**src/rtl/multicycle_sequencer_if.sv**
```systemverilog
// Control bundle between the multi-cycle sequencer (master) and the MIPS datapath (slave):
// IR fields and status flags flow in, enables/mux selects and debug status flow out.
interface multicycle_sequencer_if;
  logic [5:0] opcode;
  logic [5:0] funct;
  logic       zero;
  logic       mem_ready;
  logic       v0_is_exit;
  logic       ir_write;
  logic       pc_write;
  logic [1:0] pc_src;
  logic       mem_read;
  logic       mem_addr_sel;
  logic       mem_write;
  logic       reg_write;
  logic [1:0] reg_dst;
  logic [1:0] mem_to_reg;
  logic       alu_src;
  logic [2:0] alu_op;
  logic [2:0] state;
  logic       halted;
  logic       error;

  modport master (
    input  opcode, funct, zero, mem_ready, v0_is_exit,
    output ir_write, pc_write, pc_src, mem_read, mem_addr_sel, mem_write,
    output reg_write, reg_dst, mem_to_reg, alu_src, alu_op, state, halted, error
  );

  modport slave (
    output opcode, funct, zero, mem_ready, v0_is_exit,
    input  ir_write, pc_write, pc_src, mem_read, mem_addr_sel, mem_write,
    input  reg_write, reg_dst, mem_to_reg, alu_src, alu_op, state, halted, error
  );
endinterface

```
**src/rtl/multicycle_sequencer.sv**
```systemverilog
// Multi-cycle MIPS control FSM; 2-5 cycles per instruction plus memory wait cycles.
// Memory requests hold until mem_ready; MEM_TIMEOUT idle-wait cycles halt with error.
module multicycle_sequencer #(
  parameter int MEM_TIMEOUT = 15
) (
  input logic                   clock,
  input logic                   reset_n,
  multicycle_sequencer_if.master bus
);
  localparam int             CW      = $clog2(MEM_TIMEOUT + 1);
  localparam logic [CW-1:0]  CNT_MAX = CW'(MEM_TIMEOUT);

  typedef enum logic [2:0] {
    FETCH  = 3'd0,
    DECODE = 3'd1,
    EXEC   = 3'd2,
    MEM    = 3'd3,
    WB     = 3'd4,
    HALT   = 3'd5
  } state_t;

  localparam logic [5:0] OP_SPECIAL = 6'h00, OP_J = 6'h02, OP_JAL = 6'h03, OP_BEQ = 6'h04,
                         OP_BNE = 6'h05, OP_ADDI = 6'h08, OP_ORI = 6'h0D, OP_LW = 6'h23,
                         OP_SW = 6'h2B;
  localparam logic [5:0] FN_JR = 6'h08, FN_SYSCALL = 6'h0C, FN_ADD = 6'h20, FN_SUB = 6'h22,
                         FN_AND = 6'h24, FN_OR = 6'h25, FN_SLT = 6'h2A;
  localparam logic [2:0] ALU_ADD = 3'b010, ALU_SUB = 3'b110, ALU_AND = 3'b000,
                         ALU_OR = 3'b001, ALU_SLT = 3'b111;

  state_t        state_q, state_d;
  logic [CW-1:0] cnt_q, cnt_d;
  logic          error_q, error_set;
  logic          ir_write_c, pc_write_c, mem_read_c, mem_addr_sel_c, mem_write_c;
  logic          reg_write_c, alu_src_c;
  logic [1:0]    pc_src_c, reg_dst_c, mem_to_reg_c;
  logic [2:0]    alu_op_c, funct_alu_op;
  logic          funct_alu, is_rtype, wait_expired;

  assign is_rtype     = (bus.opcode == OP_SPECIAL);
  assign wait_expired = !bus.mem_ready && (cnt_q == CNT_MAX);

  always_comb begin
    funct_alu    = 1'b1;
    funct_alu_op = ALU_ADD;
    case (bus.funct)
      FN_ADD:  funct_alu_op = ALU_ADD;
      FN_SUB:  funct_alu_op = ALU_SUB;
      FN_AND:  funct_alu_op = ALU_AND;
      FN_OR:   funct_alu_op = ALU_OR;
      FN_SLT:  funct_alu_op = ALU_SLT;
      default: funct_alu    = 1'b0;
    endcase
  end

  always_comb begin
    state_d        = state_q;
    error_set      = 1'b0;
    ir_write_c     = 1'b0;
    pc_write_c     = 1'b0;
    pc_src_c       = 2'd0;
    mem_read_c     = 1'b0;
    mem_addr_sel_c = 1'b0;
    mem_write_c    = 1'b0;
    reg_write_c    = 1'b0;
    reg_dst_c      = 2'd0;
    mem_to_reg_c   = 2'd0;
    alu_src_c      = 1'b0;
    alu_op_c       = 3'b000;
    case (state_q)
      FETCH: begin
        mem_read_c = 1'b1;
        if (bus.mem_ready) begin
          ir_write_c = 1'b1;
          pc_write_c = 1'b1;
          state_d    = DECODE;
        end else if (wait_expired) begin
          state_d   = HALT;
          error_set = 1'b1;
        end
      end
      DECODE: begin
        case (bus.opcode)
          OP_J: begin
            pc_write_c = 1'b1;
            pc_src_c   = 2'd2;
            state_d    = FETCH;
          end
          OP_JAL: begin
            // PC already holds PC+4 from FETCH, so it is the link value
            pc_write_c   = 1'b1;
            pc_src_c     = 2'd2;
            reg_write_c  = 1'b1;
            reg_dst_c    = 2'd2;
            mem_to_reg_c = 2'd2;
            state_d      = FETCH;
          end
          OP_SPECIAL: begin
            if (funct_alu) begin
              state_d = EXEC;
            end else if (bus.funct == FN_JR) begin
              pc_write_c = 1'b1;
              pc_src_c   = 2'd3;
              state_d    = FETCH;
            end else if (bus.funct == FN_SYSCALL) begin
              state_d = bus.v0_is_exit ? HALT : FETCH;
            end else begin
              state_d   = HALT;
              error_set = 1'b1;
            end
          end
          OP_ADDI, OP_ORI, OP_LW, OP_SW, OP_BEQ, OP_BNE: state_d = EXEC;
          default: begin
            state_d   = HALT;
            error_set = 1'b1;
          end
        endcase
      end
      EXEC: begin
        case (bus.opcode)
          OP_SPECIAL: begin
            alu_op_c = funct_alu_op;
            state_d  = WB;
          end
          OP_ADDI: begin
            alu_src_c = 1'b1;
            alu_op_c  = ALU_ADD;
            state_d   = WB;
          end
          OP_ORI: begin
            alu_src_c = 1'b1;
            alu_op_c  = ALU_OR;
            state_d   = WB;
          end
          OP_LW, OP_SW: begin
            alu_src_c = 1'b1;
            alu_op_c  = ALU_ADD;
            state_d   = MEM;
          end
          OP_BEQ, OP_BNE: begin
            alu_op_c   = ALU_SUB;
            pc_src_c   = 2'd1;
            pc_write_c = (bus.opcode == OP_BEQ) ? bus.zero : !bus.zero;
            state_d    = FETCH;
          end
          default: begin
            state_d   = HALT;
            error_set = 1'b1;
          end
        endcase
      end
      MEM: begin
        mem_addr_sel_c = 1'b1;
        alu_src_c      = 1'b1;
        alu_op_c       = ALU_ADD;
        mem_read_c     = (bus.opcode == OP_LW);
        mem_write_c    = (bus.opcode == OP_SW);
        if (bus.mem_ready && bus.opcode == OP_LW) begin
          state_d = WB;
        end else if (bus.mem_ready && bus.opcode == OP_SW) begin
          state_d = FETCH;
        end else if (wait_expired) begin
          state_d   = HALT;
          error_set = 1'b1;
        end
      end
      WB: begin
        reg_write_c  = 1'b1;
        reg_dst_c    = is_rtype ? 2'd1 : 2'd0;
        mem_to_reg_c = (bus.opcode == OP_LW) ? 2'd1 : 2'd0;
        state_d      = FETCH;
      end
      HALT:    state_d = HALT;
      default: state_d = FETCH;
    endcase
  end

  // The counter only advances while a memory state is held waiting; any transition clears it.
  always_comb begin
    cnt_d = '0;
    if ((state_q == FETCH || state_q == MEM) && state_d == state_q)
      cnt_d = cnt_q + CW'(1);
  end

  always_ff @(posedge clock) begin
    if (!reset_n) begin
      state_q <= FETCH;
      cnt_q   <= '0;
      error_q <= 1'b0;
    end else begin
      state_q <= state_d;
      cnt_q   <= cnt_d;
      if (error_set)
        error_q <= 1'b1;
    end
  end

  assign bus.ir_write     = reset_n & ir_write_c;
  assign bus.pc_write     = reset_n & pc_write_c;
  assign bus.pc_src       = reset_n ? pc_src_c : 2'd0;
  assign bus.mem_read     = reset_n & mem_read_c;
  assign bus.mem_addr_sel = reset_n & mem_addr_sel_c;
  assign bus.mem_write    = reset_n & mem_write_c;
  assign bus.reg_write    = reset_n & reg_write_c;
  assign bus.reg_dst      = reset_n ? reg_dst_c : 2'd0;
  assign bus.mem_to_reg   = reset_n ? mem_to_reg_c : 2'd0;
  assign bus.alu_src      = reset_n & alu_src_c;
  assign bus.alu_op       = reset_n ? alu_op_c : 3'b000;
  assign bus.state        = state_q;
  assign bus.halted       = (state_q == HALT);
  assign bus.error        = error_q;
endmodule

```
**src/flat_wrapper.sv**
```systemverilog
// flat-port wrapper written by rule: the top's interface ports become plain ports
module multicycle_sequencer_flat 
#(
  parameter int MEM_TIMEOUT = 15
)
  (clock, reset_n, bus_opcode, bus_funct, bus_zero, bus_mem_ready, bus_v0_is_exit, bus_ir_write, bus_pc_write, bus_pc_src, bus_mem_read, bus_mem_addr_sel, bus_mem_write, bus_reg_write, bus_reg_dst, bus_mem_to_reg, bus_alu_src, bus_alu_op, bus_state, bus_halted, bus_error);
  multicycle_sequencer_if bus_i ();
  input logic clock;
  input logic reset_n;
  input wire logic [$bits(bus_i.opcode)-1:0] bus_opcode;
  input wire logic [$bits(bus_i.funct)-1:0] bus_funct;
  input wire logic [$bits(bus_i.zero)-1:0] bus_zero;
  input wire logic [$bits(bus_i.mem_ready)-1:0] bus_mem_ready;
  input wire logic [$bits(bus_i.v0_is_exit)-1:0] bus_v0_is_exit;
  output wire logic [$bits(bus_i.ir_write)-1:0] bus_ir_write;
  output wire logic [$bits(bus_i.pc_write)-1:0] bus_pc_write;
  output wire logic [$bits(bus_i.pc_src)-1:0] bus_pc_src;
  output wire logic [$bits(bus_i.mem_read)-1:0] bus_mem_read;
  output wire logic [$bits(bus_i.mem_addr_sel)-1:0] bus_mem_addr_sel;
  output wire logic [$bits(bus_i.mem_write)-1:0] bus_mem_write;
  output wire logic [$bits(bus_i.reg_write)-1:0] bus_reg_write;
  output wire logic [$bits(bus_i.reg_dst)-1:0] bus_reg_dst;
  output wire logic [$bits(bus_i.mem_to_reg)-1:0] bus_mem_to_reg;
  output wire logic [$bits(bus_i.alu_src)-1:0] bus_alu_src;
  output wire logic [$bits(bus_i.alu_op)-1:0] bus_alu_op;
  output wire logic [$bits(bus_i.state)-1:0] bus_state;
  output wire logic [$bits(bus_i.halted)-1:0] bus_halted;
  output wire logic [$bits(bus_i.error)-1:0] bus_error;
  assign bus_i.opcode = bus_opcode;
  assign bus_i.funct = bus_funct;
  assign bus_i.zero = bus_zero;
  assign bus_i.mem_ready = bus_mem_ready;
  assign bus_i.v0_is_exit = bus_v0_is_exit;
  assign bus_ir_write = bus_i.ir_write;
  assign bus_pc_write = bus_i.pc_write;
  assign bus_pc_src = bus_i.pc_src;
  assign bus_mem_read = bus_i.mem_read;
  assign bus_mem_addr_sel = bus_i.mem_addr_sel;
  assign bus_mem_write = bus_i.mem_write;
  assign bus_reg_write = bus_i.reg_write;
  assign bus_reg_dst = bus_i.reg_dst;
  assign bus_mem_to_reg = bus_i.mem_to_reg;
  assign bus_alu_src = bus_i.alu_src;
  assign bus_alu_op = bus_i.alu_op;
  assign bus_state = bus_i.state;
  assign bus_halted = bus_i.halted;
  assign bus_error = bus_i.error;
  multicycle_sequencer #(.MEM_TIMEOUT(MEM_TIMEOUT)) u_core (.clock(clock), .reset_n(reset_n), .bus(bus_i));
endmodule
```
**config.mk**
```make
export PLATFORM = sky130hd
export DESIGN_NAME = multicycle_sequencer_flat
export DESIGN_NICKNAME = d
export VERILOG_FILES = /design/src/rtl/multicycle_sequencer_if.sv /design/src/rtl/multicycle_sequencer.sv /design/src/flat_wrapper.sv
export SDC_FILE = /design/constraint.sdc
export NUM_CORES = 1
export LEC_CHECK = 0
export ABC_CLOCK_PERIOD_IN_PS = 2600
export CORE_UTILIZATION = 40
export DETAILED_ROUTE_END_ITERATION = 16
export PLACE_DENSITY_LB_ADDON = 0.12
export SYNTH_ARGS = -nofsm -noshare
export SYNTH_HDL_FRONTEND = slang
export SYNTH_SLANG_ARGS = --single-unit
```
**constraint.sdc**
```tcl
create_clock -name clock -period 2.6 [get_ports clock]
set_input_delay 0.65 -clock clock [delete_from_list [all_inputs] [get_ports clock]]
set_output_delay 0.65 -clock clock [all_outputs]
set_load 0.01 [all_outputs]
```
Word level (Yosys, flattened, before mapping)
Index checks and enable logic that the tools add are counted.
- bitwise logic cells: 7
- add/sub/neg operators: 1
- reduce and logical (&&, ||, !) cells: 20
- muxes and demuxes: 54
- equal/unequal tests: 22
- operators with widths (cell ; number):
    $eq 6x6->1 const B ; 7
    $mux 3 ; 9
    $eq 6x4->1 const B ; 4
    $pmux 3 s4 ; 2
    $mux 1 ; 22
    $pmux 3 s3 ; 2
    $pmux 2 s2 ; 4
    $pmux 3 s5 ; 1
    $eq 6x2->1 const B ; 2
    $eq 6x3->1 const B ; 2
    $mux 2 ; 6
    $pmux 1 s2 ; 5
    $reduce_or 8->1 ; 1
    $and 1x1->1 ; 7
    $reduce_or 7->1 ; 1
    $eq 3x2->1 const B ; 2
    $eq 3x3->1 const B ; 2
    $logic_not 6->1 ; 1
    $pmux 3 s2 ; 1
    $reduce_or 2->1 ; 3
    $reduce_or 3->1 ; 2
    $reduce_or 6->1 ; 1
    $reduce_or 5->1 ; 1
    $add 4x1->4 const B ; 1
    11 further kinds ; 15
- output and inout bits: 21
- logic and storage cells: 107
- input bits: 17
- register bits: 8

Logic depth before layout (Yosys ltp)
- depth in word-level cells: 9
- gate-level depth with buffers: 6
- depth with buffers taken out: 5

Least setup slack after synthesis
OpenSTA, ideal clock, no wires.
- path type: input to output
- from: in bus_opcode[3]
- to: out bus_reg_dst[1]
- required time: 1.950 ns
- arrival time: 1.912 ns
- path slack: 0.038 ns
- cell stages on the path: 6
- path through: buf_2 or2_1 nor4b_1 nand2_1 nor2_1 buf_4
- longest elaborated chain between the ends: 4
- RTL lines (item ; RTL line ; text):
    start, declared ; flat_wrapper.sv:10 ; input wire logic [$bits(bus_i.opcode)-1:0] bus_opcode;
    $eq 6x2->1 ; multicycle_sequencer.sv:82 ; case (bus.opcode)
    $mux 2 ; multicycle_sequencer.sv:82 ;
    $pmux 2 s2 ; multicycle_sequencer.sv:69 ; case (state_q)
    $mux 2 ; multicycle_sequencer.sv:204 ; assign bus.reg_dst = reset_n ? reg_dst_c : 2'd0;
    end, declared ; flat_wrapper.sv:22 ; output wire logic [$bits(bus_i.reg_dst)-1:0] bus_reg_dst;
No other way between the ends.

Worst setup path in the final report
- from: in bus_opcode[2]
- to: out bus_alu_op[1]
- longest elaborated chain between the ends: 5
- RTL lines (item ; RTL line ; text):
    $eq 6x4->1 (tied with other cells) ; multicycle_sequencer.sv:119 ; case (bus.opcode)
    $reduce_or 3->1 (no source line) / $reduce_or 2->1 (equally long branches) ; n/a ;
    $pmux 3 s4 * ; multicycle_sequencer.sv:119 ;
    $pmux 3 s2 * ; multicycle_sequencer.sv:69 ;
    $mux 3 * ; multicycle_sequencer.sv:207 ; assign bus.alu_op = reset_n ? alu_op_c : 3'b000;
    end, declared ; flat_wrapper.sv:25 ; output wire logic [$bits(bus_i.alu_op)-1:0] bus_alu_op;
Mark *: on every way between the ends. The rest lies on a longest branch, timed or not.

==> results.txt <==
status = finished clean
# Max-Cap Violations = 0
design area = 0.001858 mm²
share of layout cells above drive strength 1 = 0.4469
initial antenna violation count = 0
Critical Path, Cell by Cell = buf_6 > buf_4 > nor3b_2 > a21oi_1 > or3_1 > a21oi_2 > o311a_1 > buf_2
first-pass GRT wire length = 6.023 mm
Rel. slew slack = 0.6205
drt via density = 5.645
Data required, critical path = 1950 ps
Critical Path Max Stage Delay = 390 ps
First-pass DRT Iterations = 4
fraction of the yosys area taken by sequential cells = 0.1555
Post-Syn Area = 0.001030 mm²
Tot Pwr = 0.4751 mW
Post-Route Utilization = 0.7569
RSZ-0062 raised after global routing = true
cts bufs inserted = 3
critical path class = in -> out
Top FF cell, synth = dfxtp_1
Post-synth top cells = 18 x nor2_1, 11 x nand2_1, 10 x a21oi_1
CP arrival = 1940 ps
clock power share = 0.201
Max clock buf depth = 2
Clk pin slew, worst setup/hold paths = 50 ps
post-route ant nets = 0
Worst VDD drop = 0.3554 mV
Pwr per Cell Area = 255.7 mW/mm²
synth-to-layout area growth = 80.44%
total negative setup slack = 0 ps
r2r endpoint = u_core.bus.state[2]
fin crit share = 0.9953
endpoints failing setup = 0
Worst Clk Skew = 3.534 ps
I/O Buffers = 37
worst-margin pin slew = 567.5 ps
Synth top area share = 0.1555
CP top delay family = simple AND/OR/NAND/NOR gates
Flop pwr share = 0.298
Root Buffer Master = clkbuf_4
H-tree lvl count = 1
synthesized area per cell = 7.005 µm²
vias in the first global route = 1407
DR WL/cell = 14.99 µm
fin. max-slew vios = 0
largest cells by area after synthesis = dfxtp_1 16%, nor2_1 6.6%, nand2b_1 5.5%
Fin. Hold Viols = 0
startpoint types = input pin
Ports = 38
# rows = 18
cell count of the worst reg-to-reg path = 5
Yosys reg bits = 8
TritonCTS clock tree = yes
diode count = 0
Total GRT Usage = 0.2893
CP Max Fanout = 6
core area = 0.002455 mm²
leakage = 0.8318 nW
Remaining Overflow, GRT = 0
Pint = 0.3074 mW
# clock sinks = 8
Syn Nets = 165
WHS Path Cells = 1
total number of vias = 1445
count of cell types in the netlist = 51
Min Clock Period, post-route = 2588 ps
combinational share of power = 0.501
Die W = 52.74 µm
Residual DRC = 0
fmax = 386.4 MHz
Async S/R FF share, synth = 0
worst hold margin = 457.2 ps
Die Ht = 52.74 µm
worst hold start = u_core.cnt_q[0]
reg-to-reg slack, setup = 1090 ps
worst-skew pair later-pin latency = 250 ps
crit path buf inv count = 3
switching share of power = 0.3529
Mapped Cells = 147
Worst Hold Class = reg -> reg
cell with the most instances after synthesis = nor2_1
die footprint = 0.002781 mm²
Initial Util = 0.4195
slowest CP cell = or3_1
dpl hpwl = 2.790 mm
net count reported at finish = 246
cell taking the most area after synthesis = dfxtp_1
Net Switching = 0.1677 mW
post-detailed-routing wire length = 3.838 mm
GP Congestion = 0.8820
cts hold-fix bufs = 0
Area after DPL = 0.001714 mm²
largest net degree at the start of global routing = 12
EDFF count, synth = 0
1st-iter DRT viols = 29
hold endpoint = u_core.cnt_q[0]
worst r2r src = u_core.bus.state[0]
Yosys warning total = 0
Crit. End Element = output pin
worst reg2reg max path, delay by kind of cell, from the launching register on:
kind	cells	cell delay [ps]
buffers and inverters	1	240
AO/OA/AOI/OAI	2	430
AND/OR/NAND/NOR	2	180
flip-flops	1	530
sequential cells by signal, indices dropped and copies added (netlist names):
name and count:
u_core.bus.error 1, u_core.bus.state 3, u_core.cnt_q 4
metrics by stage:
stage	setup WS [ps]	instances
4_1_cts	-6.578	255
3_5_place_dp	-883.4	249
6_report	12.18	256
2_1_floorplan	37.99	147
5_1_grt	-9.720	256
3_3_place_gp	-856.4	249
per-layer routing:
layer / part of all wire / global-route usage / routed length (µm) / up-vias
li1: - / - / - / 711
met1: 0.42 / 0.3476 / 1628 / 678
met2: 0.51 / 0.5253 / 1973 / 50
met5: 0 / 0 / 0 / -
met4: 0.020 / 0.1184 / 75 / 0
met3: 0.042 / 0.01449 / 160 / 6
power by group through the flow:
stage / combinational [mW] / sequential (mW) / clock [mW]
4_1_cts: 0.230 / 0.141 / 0.0977
3_5_place_dp: 0.213 / 0.143 / 0
3_3_place_gp: 0.208 / 0.143 / 0
5_1_grt: 0.255 / 0.143 / 0.103
2_1_floorplan: 0.101 / 0.142 / 0
6_report: 0.238 / 0.142 / 0.0954
repair_timing:
item	in CTS	in global routing
pin swaps	16	8
setup endpoints to repair	16	7
cloned	0	0
resized for setup	110	17
setup buffers	3	1
area by class of cell:
cell class	count	area [µm²]
multi-input combinational	125	940.9
timing repair buffer	86	681.9
fill	193	596.8
sequential	8	160.2
inverter	4	15.01
tap	30	37.54
clock buffer	3	22.52
placed cells by master (no fill, tap or decap), types with 4 or more instances in the layout:
cell             Yosys  final
buf_6                2      9
dlygate4sd2_1        0     10
dfxtp_1              8      8
buf_4                1     45
buf_2                4      9
a21oi_1             10      8
nand2_1             11     10
and3_1               4      4
clkbuf_2             0      4
clkdlybuf4s50_1      0      8
nand2b_1             9      6
o21ai_0              7      6
nor2_1              18     14
nor3_1               7      7
nor2_2               0      4
nor2b_1              8      6
how the worst max path moves through the flow:
| stage | to | depth (start not counted) | startpoint | slack (ps) |
|---|---|---|---|---|
| global placement | bus_pc_write | 8 | bus_opcode[3] | -860 |
| global route | bus_alu_op[1] | 8 | bus_opcode[2] | -10 |
| floorplan | bus_reg_dst[1] | 6 | bus_opcode[3] | 40 |
| finish | bus_alu_op[1] | 8 | bus_opcode[2] | 10 |
| CTS | bus_alu_op[0] | 8 | bus_opcode[1] | -7 |
| detailed placement | bus_alu_op[2] | 8 | bus_opcode[5] | -880 |
cell families (layout without fill, tap and decap cells):
| kind of cell | count (synthesis) | after routing | share of synthesized area |
|---|---|---|---|
| simple gates | 80 | 80 | 0.4484 |
| compound gates | 40 | 40 | 0.2734 |
| buf+inv | 14 | 93 | 0.07412 |
| flops | 8 | 8 | 0.1555 |
| xor+xnor | 3 | 3 | 0.02552 |
| fa+ha+maj | 1 | 1 | 0.01215 |
| mux | 1 | 1 | 0.01093 |
Note: power is estimated with default switching activity, not from simulation.
